`src/rtl/nx_stream_pkg.sv`:
```
// nx_stream_pkg: shared widths, lane keep patterns and packer state encoding
package nx_stream_pkg;

    localparam int MSG_WIDTH = 32;
    localparam int CTRL_BIT  = 31;

    localparam logic [7:0] KEEP_FULL = 8'hFF;
    localparam logic [7:0] KEEP_HALF = 8'h0F;

    typedef enum logic [1:0] {
        EMPTY,
        HALF,
        FULL
    } pack_state_t;

endpackage

```
`src/rtl/nx_stream_arbiter.sv`:
```
// nx_stream_arbiter: two-input fixed-priority valid/ready arbiter, input A wins
module nx_stream_arbiter #(
    parameter int DW = 31
) (
    input  logic          i_a_valid,
    input  logic [DW-1:0] i_a_data,
    input  logic          i_b_valid,
    input  logic [DW-1:0] i_b_data,
    input  logic          i_ready,
    output logic          o_a_ready,
    output logic          o_b_ready,
    output logic          o_valid,
    output logic          o_sel_a,
    output logic [DW-1:0] o_data
);

    // B is only offered a slot when A is not asking for it
    assign o_a_ready = i_ready;
    assign o_b_ready = i_ready && !i_a_valid;
    assign o_valid   = i_ready && (i_a_valid || i_b_valid);
    assign o_sel_a   = i_a_valid;
    assign o_data    = i_a_valid ? i_a_data : i_b_data;

endmodule

```
`src/rtl/nx_axi_ob_packer.sv`:
```
// nx_axi_ob_packer: merges control/core messages into 64-bit AXI4-stream beats, two 32-bit words per beat
module nx_axi_ob_packer
    import nx_stream_pkg::*;
#(
    parameter int AXI4_DATA_WIDTH = 64,
    parameter int AXI4_STRB_WIDTH = AXI4_DATA_WIDTH / 8,
    parameter int AXI4_ID_WIDTH   = 1,
    parameter int FLUSH_CYCLES    = 16
) (
    input  logic                       clk_i,
    input  logic                       rst_i,
    input  logic                       flush_i,
    input  logic [30:0]                ctrl_data_i,
    input  logic                       ctrl_valid_i,
    output logic                       ctrl_ready_o,
    input  logic [30:0]                core_data_i,
    input  logic                       core_valid_i,
    output logic                       core_ready_o,
    output logic [AXI4_DATA_WIDTH-1:0] outbound_tdata,
    output logic [AXI4_STRB_WIDTH-1:0] outbound_tkeep,
    output logic [AXI4_STRB_WIDTH-1:0] outbound_tstrb,
    output logic [AXI4_ID_WIDTH-1:0]   outbound_tid,
    output logic                       outbound_tlast,
    output logic                       outbound_tvalid,
    input  logic                       outbound_tready,
    output logic                       idle_o
);

    localparam int TW = $clog2(FLUSH_CYCLES + 1);
    localparam logic [TW-1:0] TIMER_LAST = TW'(FLUSH_CYCLES - 1);

    pack_state_t                r_state, w_state_n;
    logic [TW-1:0]              r_timer, w_timer_n;
    logic [MSG_WIDTH-1:0]       r_lane0, w_lane0_n;
    logic [AXI4_DATA_WIDTH-1:0] r_tdata, w_tdata_n;
    logic [AXI4_STRB_WIDTH-1:0] r_tkeep, w_tkeep_n;
    logic                       r_tvalid, w_tvalid_n;

    logic                       w_can_accept;
    logic                       w_accept;
    logic                       w_sel_ctrl;
    logic [CTRL_BIT-1:0]        w_msg;
    logic [MSG_WIDTH-1:0]       w_word;

    // A full beat blocks intake until downstream takes it in the same cycle
    assign w_can_accept = (r_state != FULL) || outbound_tready;

    nx_stream_arbiter #(.DW(CTRL_BIT)) u_arb (
        .i_a_valid (ctrl_valid_i),
        .i_a_data  (ctrl_data_i),
        .i_b_valid (core_valid_i),
        .i_b_data  (core_data_i),
        .i_ready   (w_can_accept),
        .o_a_ready (ctrl_ready_o),
        .o_b_ready (core_ready_o),
        .o_valid   (w_accept),
        .o_sel_a   (w_sel_ctrl),
        .o_data    (w_msg)
    );

    assign w_word = {w_sel_ctrl, w_msg};

    // State register and registered AXI outputs; reset drops any pending lane
    always_ff @(posedge clk_i or posedge rst_i) begin
        if (rst_i) begin
            r_state  <= EMPTY;
            r_timer  <= '0;
            r_lane0  <= '0;
            r_tdata  <= '0;
            r_tkeep  <= '0;
            r_tvalid <= 1'b0;
        end else begin
            r_state  <= w_state_n;
            r_timer  <= w_timer_n;
            r_lane0  <= w_lane0_n;
            r_tdata  <= w_tdata_n;
            r_tkeep  <= w_tkeep_n;
            r_tvalid <= w_tvalid_n;
        end
    end

    // Next state: park a lone word in lane 0, pair it or time it out into a half beat
    always_comb begin
        w_state_n  = r_state;
        w_timer_n  = r_timer;
        w_lane0_n  = r_lane0;
        w_tdata_n  = r_tdata;
        w_tkeep_n  = r_tkeep;
        w_tvalid_n = r_tvalid;
        case (r_state)
            EMPTY: begin
                if (w_accept) begin
                    w_lane0_n = w_word;
                    w_timer_n = '0;
                    w_state_n = HALF;
                end
            end
            HALF: begin
                if (w_accept) begin
                    w_tdata_n  = {w_word, r_lane0};
                    w_tkeep_n  = KEEP_FULL;
                    w_tvalid_n = 1'b1;
                    w_state_n  = FULL;
                end else if (flush_i || r_timer == TIMER_LAST) begin
                    w_tdata_n  = {{MSG_WIDTH{1'b0}}, r_lane0};
                    w_tkeep_n  = KEEP_HALF;
                    w_tvalid_n = 1'b1;
                    w_state_n  = FULL;
                end else begin
                    w_timer_n = r_timer + 1'b1;
                end
            end
            FULL: begin
                if (outbound_tready) begin
                    w_tvalid_n = 1'b0;
                    w_timer_n  = '0;
                    w_lane0_n  = w_accept ? w_word : r_lane0;
                    w_state_n  = w_accept ? HALF : EMPTY;
                end
            end
            default: w_state_n = EMPTY;
        endcase
    end

    assign outbound_tdata  = r_tdata;
    assign outbound_tkeep  = r_tkeep;
    assign outbound_tstrb  = r_tkeep;
    assign outbound_tid    = '0;
    assign outbound_tlast  = r_tvalid;
    assign outbound_tvalid = r_tvalid;
    assign idle_o          = (r_state == EMPTY);

endmodule

```
`config.mk`:
```
export PLATFORM = sky130hd
export DESIGN_NAME = nx_axi_ob_packer
export DESIGN_NICKNAME = d
export VERILOG_FILES = /design/src/rtl/nx_stream_pkg.sv /design/src/rtl/nx_stream_arbiter.sv /design/src/rtl/nx_axi_ob_packer.sv
export SDC_FILE = /design/constraint.sdc
export NUM_CORES = 1
export LEC_CHECK = 0
export CORE_MARGIN = 2
export CORE_UTILIZATION = 25
export CTS_BUF_LIST = sky130_fd_sc_hd__clkbuf_8
export DETAILED_ROUTE_END_ITERATION = 7
export GPL_TIMING_DRIVEN = 0
export PLACE_DENSITY = 0.58
export SYNTH_ARGS = -nofsm -noshare
export SYNTH_HDL_FRONTEND = slang
export SYNTH_HIERARCHICAL = 1
export SYNTH_SLANG_ARGS = --single-unit
```
`constraint.sdc`:
```
create_clock -name clk_i -period 3.7 [get_ports clk_i]
set_input_delay 0.925 -clock clk_i [delete_from_list [all_inputs] [get_ports clk_i]]
set_output_delay 0.925 -clock clk_i [all_outputs]
set_load 0.01 [all_outputs]
```
# == Word level (Yosys, flattened, before mapping) ==
# Cells that the tools add are included.
# totals
ff_bits,112
input_bits,68
output_inout_bits,86
elab_cells,55
# classes
add_sub_neg,1
eq_ne,9
mux,23
n_reduce_logical,16
# ops
cell,n
two-way mux 64 bit,2
two-way mux 32 bit,2
case mux 32 bit (2 select lines),1
two-way mux 31 bit,1
two-way mux 5 bit,4
two-way mux 8 bit,2
case mux 5 bit (3 select lines),1
two-way mux 2 bit,4
!= test 2 bit (second input constant),4
case mux 2 bit (3 select lines),1
AND reduction 3 bit,2
nonzero test 2 bit,3
adder 5 x 1 -> 5 bit (second input constant),1
equality test 5 x 4 -> 1 bit (second input constant),1
AND reduction 5 bit,1
two-way mux 1 bit,4
AND reduction 2 bit,2
logical OR 1 bit,3
!= test 3 bit (second input constant),1
nonzero test 3 bit,1
equality test 2 x 1 -> 1 bit (second input constant),1
equality test 2 bit (second input constant),1
logical AND 1 bit,2
logical NOT 2 bit,1
other kinds (3),3

# == Depth between registers and ports, before layout ==
# logic_depth
word_depth,6
mapped_depth,9
depth_no_buf,6

# == Cells and area by module ==
# The synthesis kept the hierarchy.
# by_module_without_submodules
module,instances,cells_per_inst,area_per_inst_um2,seq_area_each_um2
nx_axi_ob_packer,1,278,4212.8,2652.5
nx_stream_arbiter,1,39,554.3,0.0

# == Worst setup path before layout ==
# Ideal clock, no wire load.
# synth_timing
kind,input to register
startpoint,in ctrl_valid_i
endpoint,"reg r_tdata[19], in the netlist outbound_tdata[19]"
setup_ns,0.125
arrival_ns,2.401
t_required_ns,3.575
setup_slack_ns,1.174
stages,7
n_path_buf,3
cell_sequence,buf_6 buf_12 o21a_1 or3_1 nand2_1 buf_4 mux2_2
# synth_via
elab_chain_cells,4
elab_cells_between_ends,5
classes_between,mux (1); reduce/logical (4)
# synth_rtl
element,line_no,rtl
from (decl),nx_axi_ob_packer.sv:14,"input logic ctrl_valid_i,"
logical OR 1 bit *,nx_stream_arbiter.sv:20,assign o_valid = i_ready && (i_a_valid || i_b_valid);
logical AND 1 bit *,nx_stream_arbiter.sv:20,
net w_accept,nx_axi_ob_packer.sv:40,logic w_accept;
nonzero test 2 bit (no line),-,
AND reduction 2 bit (no line),-,
to (signal assigned),nx_axi_ob_packer.sv:76,r_tdata <= w_tdata_n;
to (decl),nx_axi_ob_packer.sv:35,"logic [AXI4_DATA_WIDTH-1:0] r_tdata, w_tdata_n;"
# The timed path passes the listed nets; every way through them passes the cells marked *.
# A chain may end at the register's enable or synchronous reset.

# == Worst setup path in the final report ==
# layout_timing
startpoint,in outbound_tready
endpoint,out core_ready_o
# layout_via
elab_chain_cells,2
# layout_rtl
element,line_no,rtl
from (decl),nx_axi_ob_packer.sv:25,"input logic outbound_tready,"
logical OR 1 bit,nx_axi_ob_packer.sv:46,assign w_can_accept = (r_state != FULL) || outbound_tready;
net w_can_accept,nx_axi_ob_packer.sv:39,logic w_can_accept;
logical AND 1 bit,nx_stream_arbiter.sv:19,assign o_b_ready = i_ready && !i_a_valid;
to (decl),nx_axi_ob_packer.sv:18,"output logic core_ready_o,"
# The timed path passes the listed nets, and every way through them passes these cells.

==> impl_summary.log <==
INFO  metric final.period_utilization = 89.09%
INFO  metric post-route-drc-count = 0
INFO  metric yosysWarnings = 6
INFO  metric first_pass_iters = 4
INFO  metric first_pass_grt_wire_length = 18830 microns
INFO  metric clock_sinks = 106
INFO  metric postRouteWirelength = 11830 microns
INFO  metric postCtsHoldBufs = 0
INFO  metric maximum_fanout_count_along_the_critical_path = 4
INFO  metric route.detailed.vias_per_inst = 4.337
INFO  metric antenna_left = 0
INFO  metric r2r_start = r_state[0]$_DFFE_PP0P_
INFO  metric synth_to_layout_area_growth = 43.99%
INFO  metric synth.cell_area = 4767 sq um
INFO  metric yosysSeqAreaShare = 55.64%
INFO  metric core.rowCount = 50
INFO  metric static-leakage-power = 2.956 nW
INFO  metric postCtsSetupRepairBufs = 0
INFO  metric reg2regPathDepth = 6
INFO  metric cts_tree = built
INFO  metric clock_tree.htree_level_count = 3
INFO  metric clkTransAtPathRegs = 90 ps
INFO  metric grt_use_total = 12.26%
INFO  metric die-width = 142.1 microns
INFO  metric synth_top_cell_area_share = 55.64%
INFO  metric antenna_found_initial = 0
INFO  metric ys_ff_latch = 106
INFO  metric synth.avg_cell_area = 15.04 sq um
INFO  metric timing.critical_path.to_type = primary output
INFO  metric min_path_cells = 1
INFO  metric finalWorstPathRequiredPeriod = 3296 ps
INFO  metric cts.root.buffer_cell = sky130_fd_sc_hd__clkbuf_8
INFO  metric finalHoldViolCount = 0
INFO  metric placeableCoreArea = 18710 sq um
INFO  metric grt_remaining_overflow = 0
INFO  metric floorplan.initialDensity = 25.48%
INFO  metric required_time_reported_for_the_critical_path_endpoint = 2770 ps
INFO  metric iteration_0_drc_count_of_the_detailed_router = 98
INFO  metric capture_instance_of_the_worst_register_to_register_path = r_lane0[31]$_DFFE_PP0P_
INFO  metric num-nets-final = 552
INFO  metric clk_path_buf_depth = 2
INFO  metric detail_route.wl_per_cell = 16.41 microns
INFO  metric max_clock_freq = 303.4 MHz
INFO  metric synth_top_cell_by_area = sky130_fd_sc_hd__dfrtp_1
INFO  metric finalWeightedCongestion = 0.7208
INFO  metric maximum_vdd_drop = 0.2678 mV
INFO  metric synthArstFlopShare = 100.0%
INFO  metric tightestPinTransition = 648.9 ps
INFO  metric grt_setup_unrepaired = no
INFO  metric grt_max_degree = 38
INFO  metric timing.hold.worst_endpoint = r_lane0[14]$_DFFE_PP0P_
INFO  metric slew_headroom = 56.34%
INFO  metric via_count_of_the_first_global_routing_pass = 3498
INFO  metric report.final.slew_viol_count = 0
INFO  metric ios = 154
INFO  metric fp.dieArea = 20190 sq um
INFO  metric sum_of_net_half_perimeters_after_detailed_placement = 8675 microns
INFO  metric area_occupied_by_multi_input_gates = 1762 sq um
INFO  metric synth.top_cells.by_count = sky130_fd_sc_hd__dfrtp_1 (106), sky130_fd_sc_hd__mux2_2 (65), sky130_fd_sc_hd__a22o_1 (33), sky130_fd_sc_hd__mux2_4 (28), sky130_fd_sc_hd__buf_4 (19)
INFO  metric synth_edf_count = 0
INFO  metric worst_skew_pair_latency = 380 ps
INFO  metric r2r_setup_slack = 1460 ps
INFO  metric synthFlopType = sky130_fd_sc_hd__dfrtp_1
INFO  metric synth.distinct_cells = 34
INFO  metric regArea = 2653 sq um
INFO  metric worstPathArrival = 2370 ps
INFO  metric finClkSkew = 10.73 ps
INFO  metric syn_nets = 387
INFO  metric worstHoldStart = r_lane0[14]$_DFFE_PP0P_
INFO  metric layout.filler_cells = 1786
INFO  metric synth_most_common_cell = sky130_fd_sc_hd__dfrtp_1
INFO  metric crit_path_start_kind = primary input
INFO  metric post-route-cell-area = 6864 sq um
INFO  metric yosys-top-cells-area = sky130_fd_sc_hd__dfrtp_1 (56%), sky130_fd_sc_hd__mux2_2 (15%), sky130_fd_sc_hd__mux2_4 (8.8%)
INFO  metric path_class = in -> out
INFO  metric post_cts_resize_count = 0
INFO  metric tightest_hold_check_type = reg -> reg
INFO  metric chipHeight = 142.1 microns
INFO  metric setup_violations = 0
INFO  metric layout-drive-gt1-share = 31.62%
INFO  metric fin_setup_tns = 0 ps
INFO  metric status = finished, final reports clean
INFO  metric vias = 3127
INFO  metric syn-instance-count = 317
INFO  metric tritoncts.num_buffers = 9
INFO  metric timing.max_cap.violations = 0
INFO  metric postPlaceCellArea = 6635 sq um
INFO  metric count_of_input_and_output_buffers = 151
INFO  metric count_of_antenna_diodes_in_the_layout = 0
INFO  metric power_per_cell_area = 786.8 nW/um^2
==> metrics by stage <==
stage | worst slack (ps) | hold slack [ps] | std cells | utilization [%] | total power, W
6_report | 403.7 | 493.6 | 721 | 36.70 | 0.005401
5_1_grt | 319.7 | 518.3 | 721 | 36.70 | 0.005769
4_1_cts | 377.0 | 493.9 | 721 | 36.70 | 0.005507
3_5_place_dp | 383.2 | 472.9 | 705 | 35.47 | 0.004667
3_3_place_gp | 377.4 | 463.3 | 702 | 35.15 | 0.004595
2_1_floorplan | 1174 | 442.6 | 317 | - | 0.003400
==> cell type report <==
class,count,area share [%]
clock buffer,11,2.206
clock inverter,5,1.130
buffer,38,4.922
tap,234,4.265
sequential,106,38.64
inverter,4,0.2734
multi-input combinational,169,25.67
timing repair buffer,154,22.89
==> metal layers <==
| metal | routed length (microns) | track usage, % | up-vias |
|---|---|---|---|
| met5 | 0 | 0 | - |
| met4 | 227 | 5.158 | 0 |
| met3 | 795 | 3.869 | 20 |
| met2 | 5491 | 20.01 | 105 |
| met1 | 5317 | 14.99 | 1554 |
| li1 | - | - | 1448 |
==> state kept, by name, summed over array words and instances (netlist names) <==
register / flops
r_state: 2
outbound_tkeep: 2
r_timer: 5
outbound_tlast: 1
r_lane0: 32
outbound_tdata: 64
==> report_power, final <==
group	internal (W)	switching [W]
registers	0.00171	0.000298
clock network	0.000416	0.000393
logic	0.00157	0.00101
total	0.00370	0.00170
==> kinds of logic (layout without fill, tap and decap cells) <==
| group | Yosys count | count (layout) | synth area share [%] |
|---|---|---|---|
| other cells | 1 | 1 | 0.07866 |
| fa+ha+maj | 2 | 2 | 0.5249 |
| buf+inv | 42 | 212 | 7.402 |
| compound gates | 42 | 42 | 7.585 |
| mux | 99 | 99 | 25.51 |
| flops | 106 | 106 | 55.64 |
| simple gates | 25 | 25 | 3.255 |
==> critical path, cell delays in order <==
cell and delay (ps):
sky130_fd_sc_hd__clkdlybuf4s50_1 570, sky130_fd_sc_hd__nor2b_4 70, sky130_fd_sc_hd__nand2b_1 130, sky130_fd_sc_hd__nor2b_1 140
sky130_fd_sc_hd__clkdlybuf4s50_1 530
==> placed cells by master (no fill, tap or decap), types with 5 or more instances in the layout <==
cell | synthesis | final
sky130_fd_sc_hd__nand2_1 | 6 | 6
sky130_fd_sc_hd__nand2b_1 | 5 | 5
sky130_fd_sc_hd__clkdlybuf4s50_1 | 0 | 151
sky130_fd_sc_hd__buf_4 | 19 | 19
sky130_fd_sc_hd__a22o_1 | 33 | 33
sky130_fd_sc_hd__dfrtp_1 | 106 | 106
sky130_fd_sc_hd__buf_6 | 9 | 9
sky130_fd_sc_hd__mux2_2 | 65 | 65
sky130_fd_sc_hd__buf_2 | 6 | 6
sky130_fd_sc_hd__buf_12 | 3 | 6
sky130_fd_sc_hd__clkbuf_8 | 0 | 11
sky130_fd_sc_hd__mux2_4 | 28 | 28
==> how the worst max path moves through the flow <==
stage                          from                             end  slack (ps)  cells past startpoint
floorplan              ctrl_valid_i  outbound_tdata[19]$_DFFE_PP0P_        1170                      7
global placement              rst_i  outbound_tdata[56]$_DFFE_PP0P_         380                      2
detailed placement  outbound_tready                    core_ready_o         380                      5
CTS                 outbound_tready                    core_ready_o         380                      5
global route        outbound_tready                    core_ready_o         320                      5
finish              outbound_tready                    core_ready_o         400                      5
No activity file was read; power rests on OpenSTA's default activity.
